<file path="config.mk">
export PLATFORM = sky130hd
export DESIGN_NAME = csla_seg_pipe
export DESIGN_NICKNAME = d
export VERILOG_FILES = /design/src/rtl/csla_pkg.sv /design/src/rtl/seg_rca.sv /design/src/rtl/csla_seg_pipe.sv
export SDC_FILE = /design/constraint.sdc
export NUM_CORES = 1
export LEC_CHECK = 0
export CAP_MARGIN = 30
export CELL_PAD_IN_SITES_DETAIL_PLACEMENT = 2
export CELL_PAD_IN_SITES_GLOBAL_PLACEMENT = 2
export CORE_MARGIN = 2
export CORE_UTILIZATION = 36
export DETAILED_ROUTE_END_ITERATION = 8
export HOLD_SLACK_MARGIN = 0.15
export PLACE_DENSITY_LB_ADDON = 0.05
export SYNTH_ARGS = -nofsm -noshare
export SYNTH_HDL_FRONTEND = slang
export SYNTH_SLANG_ARGS = --single-unit
</file>
<file path="constraint.sdc">
create_clock -name clk -period 2.3 [get_ports clk]
set_input_delay 0.46 -clock clk [delete_from_list [all_inputs] [get_ports clk]]
set_output_delay 0.46 -clock clk [all_outputs]
set_load 0.01 [all_outputs]
</file>
<file path="src/rtl/csla_pkg.sv">
// Shared constants, stage-count helper and per-stage payload for the segmented carry-select pipeline.
package csla_pkg;

  localparam int CSLA_WIDTH = 16;
  localparam int CSLA_SEG   = 4;

  function automatic int csla_nseg(input int width, input int seg);
    return width / seg;
  endfunction

  // Payload carried by every stage: lower sum segments resolved so far, full operands
  // (upper segments still pending) and the carry into the next unresolved segment.
  typedef struct packed {
    logic                  valid;
    logic [CSLA_WIDTH-1:0] sum;
    logic [CSLA_WIDTH-1:0] a;
    logic [CSLA_WIDTH-1:0] b;
    logic                  carry;
  } csla_stage_t;

endpackage

</file>
<file path="src/rtl/seg_rca.sv">
// SEG-bit ripple-carry adder with carry-in tied to 0; returns the raw sum Z and carry rc.
module seg_rca #(
  parameter int SEG = 4
) (
  input  logic [SEG-1:0] i_a,
  input  logic [SEG-1:0] i_b,
  output logic [SEG-1:0] o_z,
  output logic           o_rc
);

  always_comb begin : p_ripple
    logic w_c;
    w_c  = 1'b0;
    o_z  = '0;
    for (int i = 0; i < SEG; i++) begin
      o_z[i] = i_a[i] ^ i_b[i] ^ w_c;
      w_c    = (i_a[i] & i_b[i]) | (w_c & (i_a[i] ^ i_b[i]));
    end
    o_rc = w_c;
  end

endmodule

</file>
<file path="src/rtl/csla_seg_pipe.sv">
// Segment-per-stage pipelined adder with valid/ready flow control and bubble collapsing.
// Optional signed-overflow output ovf when CSLA_SEG_PIPE_OVF_EN is defined; WIDTH/SEG must match csla_pkg.
module csla_seg_pipe
  import csla_pkg::*;
#(
  parameter int WIDTH = CSLA_WIDTH,
  parameter int SEG   = CSLA_SEG
) (
  input  logic             clk,
  input  logic             rst_n,
  input  logic             in_valid,
  output logic             in_ready,
  input  logic [WIDTH-1:0] a,
  input  logic [WIDTH-1:0] b,
  input  logic             cin,
  output logic             out_valid,
  input  logic             out_ready,
  output logic [WIDTH-1:0] sum,
  output logic             cout
`ifdef CSLA_SEG_PIPE_OVF_EN
  ,
  output logic             ovf
`endif
);

  localparam int NSEG = csla_nseg(WIDTH, SEG);

  csla_stage_t      r_stg [NSEG];
  csla_stage_t      w_src [NSEG];
  csla_stage_t      w_nxt [NSEG];
  logic [WIDTH-1:0] w_z;
  logic [NSEG-1:0]  w_rc;
  logic [NSEG-1:0]  w_adv;
  logic [NSEG-1:0]  w_load;

  // Stage k consumes stage k-1's register; stage 0 consumes the input port.
  always_comb begin
    w_src[0].valid = in_valid;
    w_src[0].sum   = '0;
    w_src[0].a     = a;
    w_src[0].b     = b;
    w_src[0].carry = cin;
    for (int k = 1; k < NSEG; k++) begin
      w_src[k] = r_stg[k-1];
    end
  end

  for (genvar k = 0; k < NSEG; k++) begin : g_seg
    seg_rca #(.SEG(SEG)) u_rca (
      .i_a  (w_src[k].a[k*SEG +: SEG]),
      .i_b  (w_src[k].b[k*SEG +: SEG]),
      .o_z  (w_z[k*SEG +: SEG]),
      .o_rc (w_rc[k])
    );
  end

  always_comb begin
    for (int k = 0; k < NSEG; k++) begin
      w_nxt[k] = w_src[k];
      w_nxt[k].sum[k*SEG +: SEG] = w_z[k*SEG +: SEG] + {{(SEG-1){1'b0}}, w_src[k].carry};
      w_nxt[k].carry = w_rc[k] | (w_src[k].carry & (&w_z[k*SEG +: SEG]));
    end
  end

  // Ready ripples back from the consumer; an empty stage always accepts.
  always_comb begin : p_ctrl
    logic w_rdy;
    w_rdy  = out_ready;
    w_adv  = '0;
    w_load = '0;
    for (int k = NSEG-1; k >= 0; k--) begin
      w_adv[k]  = r_stg[k].valid & w_rdy;
      w_load[k] = ~r_stg[k].valid | w_adv[k];
      w_rdy     = w_load[k];
    end
  end

  assign in_ready = w_load[0];

  always_ff @(posedge clk or negedge rst_n) begin
    if (!rst_n) begin
      for (int k = 0; k < NSEG; k++) begin
        r_stg[k].valid <= 1'b0;
      end
      r_stg[NSEG-1].sum   <= '0;
      r_stg[NSEG-1].carry <= 1'b0;
    end else begin
      for (int k = 0; k < NSEG; k++) begin
        if (w_load[k]) begin
          if (w_nxt[k].valid) r_stg[k] <= w_nxt[k];
          else                r_stg[k].valid <= 1'b0;
        end
      end
    end
  end

  assign out_valid = r_stg[NSEG-1].valid;
  assign sum       = r_stg[NSEG-1].sum;
  assign cout      = r_stg[NSEG-1].carry;

`ifdef CSLA_SEG_PIPE_OVF_EN
  logic r_ovf;

  // Same-sign operands whose result sign differs is a signed overflow, carry-in included.
  always_ff @(posedge clk or negedge rst_n) begin
    if (!rst_n) begin
      r_ovf <= 1'b0;
    end else if (w_load[NSEG-1] && w_nxt[NSEG-1].valid) begin
      r_ovf <= (w_nxt[NSEG-1].a[WIDTH-1] == w_nxt[NSEG-1].b[WIDTH-1]) &&
               (w_nxt[NSEG-1].sum[WIDTH-1] != w_nxt[NSEG-1].a[WIDTH-1]);
    end
  end

  assign ovf = r_ovf;
`endif

  logic w_unused;
  assign w_unused = ^{r_stg[NSEG-1].a, r_stg[NSEG-1].b};

endmodule

</file>
After elaboration in Yosys (flattened, before gate mapping)
Cells that the tools add are included.
- register bits after elaboration: 144
- output and inout port bits: 19
- $add $sub $neg: 4
- muxes and demuxes: 4
- bitwise gates (word level): 88
- reductions and logical operators: 8
- operators with widths (operator ; count):
    bitwise AND 1 bit ; 36
    XOR 1 bit ; 28
    bitwise OR 1 bit ; 20
    adder 4 x 1 -> 4 bit ; 4
    AND reduction 4 bit ; 4
    AND reduction 3 bit ; 3
    two-way mux 1 bit ; 4
    NOT 1 bit ; 4
    AND reduction 2 bit ; 1

Longest topological paths before layout
- depth in word-level cells: 9
- gate-level depth with buffers: 7

Cells and area by module
A second synthesis with hierarchy kept.
- cells, all modules: 228
- area, all modules: 3922.5 µm²
- modules (own cells, without submodules) (module ; instances ; cells an instance ; area each (µm²) ; sequential area each (µm²)):
    csla_seg_pipe ; 1 ; 172 ; 3482.1 ; 2777.7
    seg_rca ; 4 ; 14 ; 110.1 ; 0.0

Worst setup path before layout
Ideal clock, no wire load.
- path kind: reg-to-reg
- start point: register r_stg[63] in the netlist's numbering
- end point: register r_stg (netlist bit cout)
- setup time: 0.135 ns
- arrival: 2.145 ns
- data required time: 2.165 ns
- setup slack: 0.020 ns
- cell stages (with the launch flop): 8
- buffers on the path: 0
- path through: edfxtp_1 -> ha_1 -> fa_1 -> fa_1 -> fa_1 -> and3_1 -> a31oi_1 -> a31oi_1
- word-level cells in the longest chain between the ends: 9
- RTL lines (item ; line ; text):
    start, declared ; csla_seg_pipe.sv:28 ; csla_stage_t r_stg [NSEG];
    start signal, assigned by index ; csla_seg_pipe.sv:90 ; if (w_nxt[k].valid) r_stg[k] <= w_nxt[k];
    bitwise AND 1 bit (2 in series) ; seg_rca.sv:17 ; w_c = (i_a[i] & i_b[i]) | (w_c & (i_a[i] ^ i_b[i]));
    bitwise OR 1 bit ; seg_rca.sv:17 ;
    bitwise AND 1 bit ; seg_rca.sv:17 ;
    bitwise OR 1 bit ; seg_rca.sv:17 ;
    XOR 1 bit ; seg_rca.sv:16 ; o_z[i] = i_a[i] ^ i_b[i] ^ w_c;
    AND reduction 4 bit ; csla_seg_pipe.sv:61 ; w_nxt[k].carry = w_rc[k] | (w_src[k].carry & (&w_z[k*SEG +: SEG]));
    bitwise AND 1 bit ; csla_seg_pipe.sv:61 ;
    bitwise OR 1 bit * ; csla_seg_pipe.sv:61 ;
Every way passes the cells marked *; elsewhere a longest branch is shown, timed or not.
A chain may end at the register's enable or synchronous reset.

Worst setup path after layout
- start point: register r_stg[79] in the netlist's numbering
- end point: register r_stg (netlist bit cout)
The elaborated chain is that of the path after synthesis.

==> qor.csv <==
stage;metric;value;unit
sta;FMAX;422;MHz
status;failing checks;setup timing;
power;combinational fraction of design power;0.172;
synth;yosys warns;0;
place;Placer Congestion;0.718;
sta;final setup vio count;2;
clock_tree;clock buffer depth;2;
detailed_routing;DRC viols;0;
synth;synth cell count leaders;edfxtp_1 (75), dfrtp_1 (21), inv_1 (19);
flow_run;max_cap viols;0;
power;Psw;952;uW
synth;post-synth top area cell;edfxtp_1;
synth;top_reg_cell synth;edfxtp_1;
place;post-DP HPWL;4750;um
floorplanning;core area;10300;um2
clock_tree;Root Driver;clkbuf_8;
synth;sequential area share after synthesis;0.724;
power;Leakage;1.82;nW
synth;Mean Syn Cell Area;18.6;um2
setup_path;Worst path most repeated cell;fa_2;
synth;ys async rst share;0.219;
synth;post-synth cell types;25;
global_routing;first-pass GRT wire length;10700;um
sta;Setup Skew;10.0;ps
synth;compound-gate portion of the synthesized area;0.0124;
floorplanning;die height;107;um
clock_tree;Worst-path clk slew;100;ps
cells_and_area;diode count;0;
clock_tree;clock sinks;96;
setup_path;crit path max fanout;2;
floorplanning;io pins;56;
detailed_routing;drt total wl;6560;um
clock_tree;CTS tree;built;
synth;largest family of logic cells by synthesized area;adder cells;
setup_path;Worst R2R Setup Slack;-70;ps
power;Switching Share;0.234;
detailed_routing;First DRT Iteration DRCs;49;
floorplanning;die span in x;107;um
setup_path;CP Capture Type;register;
setup_path;r2r startpoint;r_stg[79];
status;outcome;finished, violations left;
synth;count leader, synth;edfxtp_1;
clock_tree;Skew-Pair Late Insertion Delay;360;ps
global_routing;vias in the first global route;2073;
setup_path;Worst path slowest cell;fa_1;
synth;xor/xnor share of the synthesized area;0.0183;
synth;Post-synth EDFFs;75;
power;Peak VDD IR;355;uV
detailed_routing;Antenna Nets Post-Route;0;
global_routing;GRT Resource Usage Total;0.127;
sta;Worst-Margin Slew;303;ps
detailed_routing;vias per cell;4.41;
setup_path;Critical R2R Capture;cout;
global_routing;GRT overflow;0;
setup_path;crit-path cells;ha_2 > fa_2 > fa_2 > fa_1 > and3_1 > a31oi_2 > a31oi_1;
synth;Yosys reg bits;96;
setup_path;Reg2Reg Depth;7;
global_routing;largest net degree at the start of global routing;30;
sta;Final Worst Setup Slack;-67.0;ps
sta;Slew Viols, Final;0;
synth;mux cell area share after synthesis;0.0568;
synth;Yosys top cell area share;0.587;
clock_tree;CTS buffer count;9;
synth;Synth area leaders;edfxtp_1 (59%), dfrtp_1 (14%), fa_1 (6.3%), ha_1 (3.9%), mux2_4 (3.9%);
synth;area of the mapped netlist;3830;um2
power;P_int;3.11;mW
synth;Synth Area in Simple Gates;0.0336;
clock_tree;hold_buf cts;0;
sta;Fin. Hold Viols;0;
cells_and_area;fill cell count;942;
detailed_routing;via count;1788;
sta;setup tns final;-75.3;ps
power;power per standard cell area;850;nW/um2
setup_path;Crit path required time;2580;ps
power;Clk pwr share;0.295;
setup_path;nature of the critical path startpoint;register;
clock_tree;H-tree levels;3;
cells_and_area;Layout Nets;325;
setup_path;CP Data Arrival Time;2650;ps
setup_path;critical path class;reg -> reg;
setup_path;Max stage delay on crit path;530;ps
sta;min cycle time layout;2370;ps
cells_and_area;Area Overhead vs Synth;24.7;%
sta;unrepaired setup endpoints after global routing;true;
synth;Mapped Nets;267;
synth;synthesized netlist cell count;206;
sta;crit share post-route;1.03;
global_routing;initial antenna violation count;0;
detailed_routing;first drt pass iteration count;5;
power;sequential share of power;0.533;
cells_and_area;share of cells above drive strength 1;0.208;
floorplanning;initial core utilization;0.371;
cells_and_area;final core occ;0.463;
place;Port Buffers;55;
floorplanning;site row count;37;
floorplanning;Die ar.;11500;um2
synth;post-synthesis adder-cell area fraction;0.102;
sta;relative slew slack;0.798;
min_path;hold crit path type;in -> async;
detailed_routing;wire length per cell;16.2;um
## layout make-up
cell class                 count  area [um2]  share of cell area
clock inverter                 7        95.1              0.0199
sequential                    96        2780               0.581
clock buffer                   9         124              0.0259
multi-input combinational     74         883               0.185
tap                          136         170              0.0356
timing repair buffer          64         659               0.138
inverter                      19        71.3              0.0149
## kinds of logic after synthesis
| logic type | count (synthesis) |
|---|---|
| flops | 96 |
| xor+xnor | 8 |
| compound gates | 6 |
| fa+ha+maj | 24 |
| simple gates | 20 |
| buf+inv | 36 |
| mux | 16 |
## how the worst max path moves through the flow
stage               from    endpoint  slack [ps]  cells after the start
2_1_floorplan  r_stg[63]        cout          20                      7
3_3_place_gp        a[0]  r_stg[150]        -320                      8
3_5_place_dp        a[0]  r_stg[150]        -370                      8
4_1_cts        r_stg[79]        cout         -80                      7
5_1_grt        r_stg[79]        cout        -190                      7
6_report       r_stg[79]        cout         -70                      7
## worst max-delay path, delay by kind of cell (launching register included)
kind | cells | cell delay [ps]
fa+ha+maj | 4 | 1430
flops | 1 | 410
compound gates | 2 | 270
simple gates | 1 | 180
## state kept, by name, indices dropped and copies added (netlist names)
register / cells
r_stg: 78
out_valid: 1
cout: 1
sum: 16
## layout by cell type (no fill, tap or decap), types with 3 or more instances in the layout
master,n
edfxtp_1,75
clkdlybuf4s50_1,52
dfrtp_1,21
inv_1,17
mux2_4,10
ha_1,10
clkbuf_8,9
xnor2_1,7
fa_2,7
mux2_2,6
buf_4,6
fa_1,5
nand2_1,4
and3_1,4
a41o_1,3
nand2b_1,3
buf_12,3
## per-stage QoR
stage	setup slack (ps)	power (mW)	cell area (um2)	hold slack [ps]	std cells
after detailed placement	-365	2.92	4530	405	389
after global placement	-320	2.88	4530	401	389
after floorplan	20.0	2.63	3830	164	206
final	-67.0	4.06	4780	311	405
after CTS	-77.8	4.13	4760	300	405
after global routing	-187	4.28	4780	296	405
## per-layer routing
| metal | up-vias | track usage | part of all wire |
|---|---|---|---|
| li1 | 833 | - | - |
| met1 | 907 | 0.138 | 0.39 |
| met2 | 44 | 0.228 | 0.55 |
| met3 | 4 | 0.0450 | 0.048 |
| met4 | 0 | 0.0417 | 0.0081 |
| met5 | - | 0 | 0 |
## what timing repair did
| item | CTS | global route |
|---|---|---|
| resized for setup | 5 | 10 |
| buffers inserted | 0 | 0 |
| endpoints found under the setup margin | 3 | 7 |
| pin swaps | 2 | 7 |
## power by group through the flow
stage | Sequential [mW] | Clock [mW] | Combinational (mW)
2_1_floorplan | 2.18 | 0 | 0.458
3_3_place_gp | 2.20 | 0 | 0.685
3_5_place_dp | 2.21 | 0 | 0.709
4_1_cts | 2.17 | 1.25 | 0.715
5_1_grt | 2.19 | 1.32 | 0.774
6_report | 2.16 | 1.20 | 0.701
No activity file was read; power rests on OpenSTA's default activity.
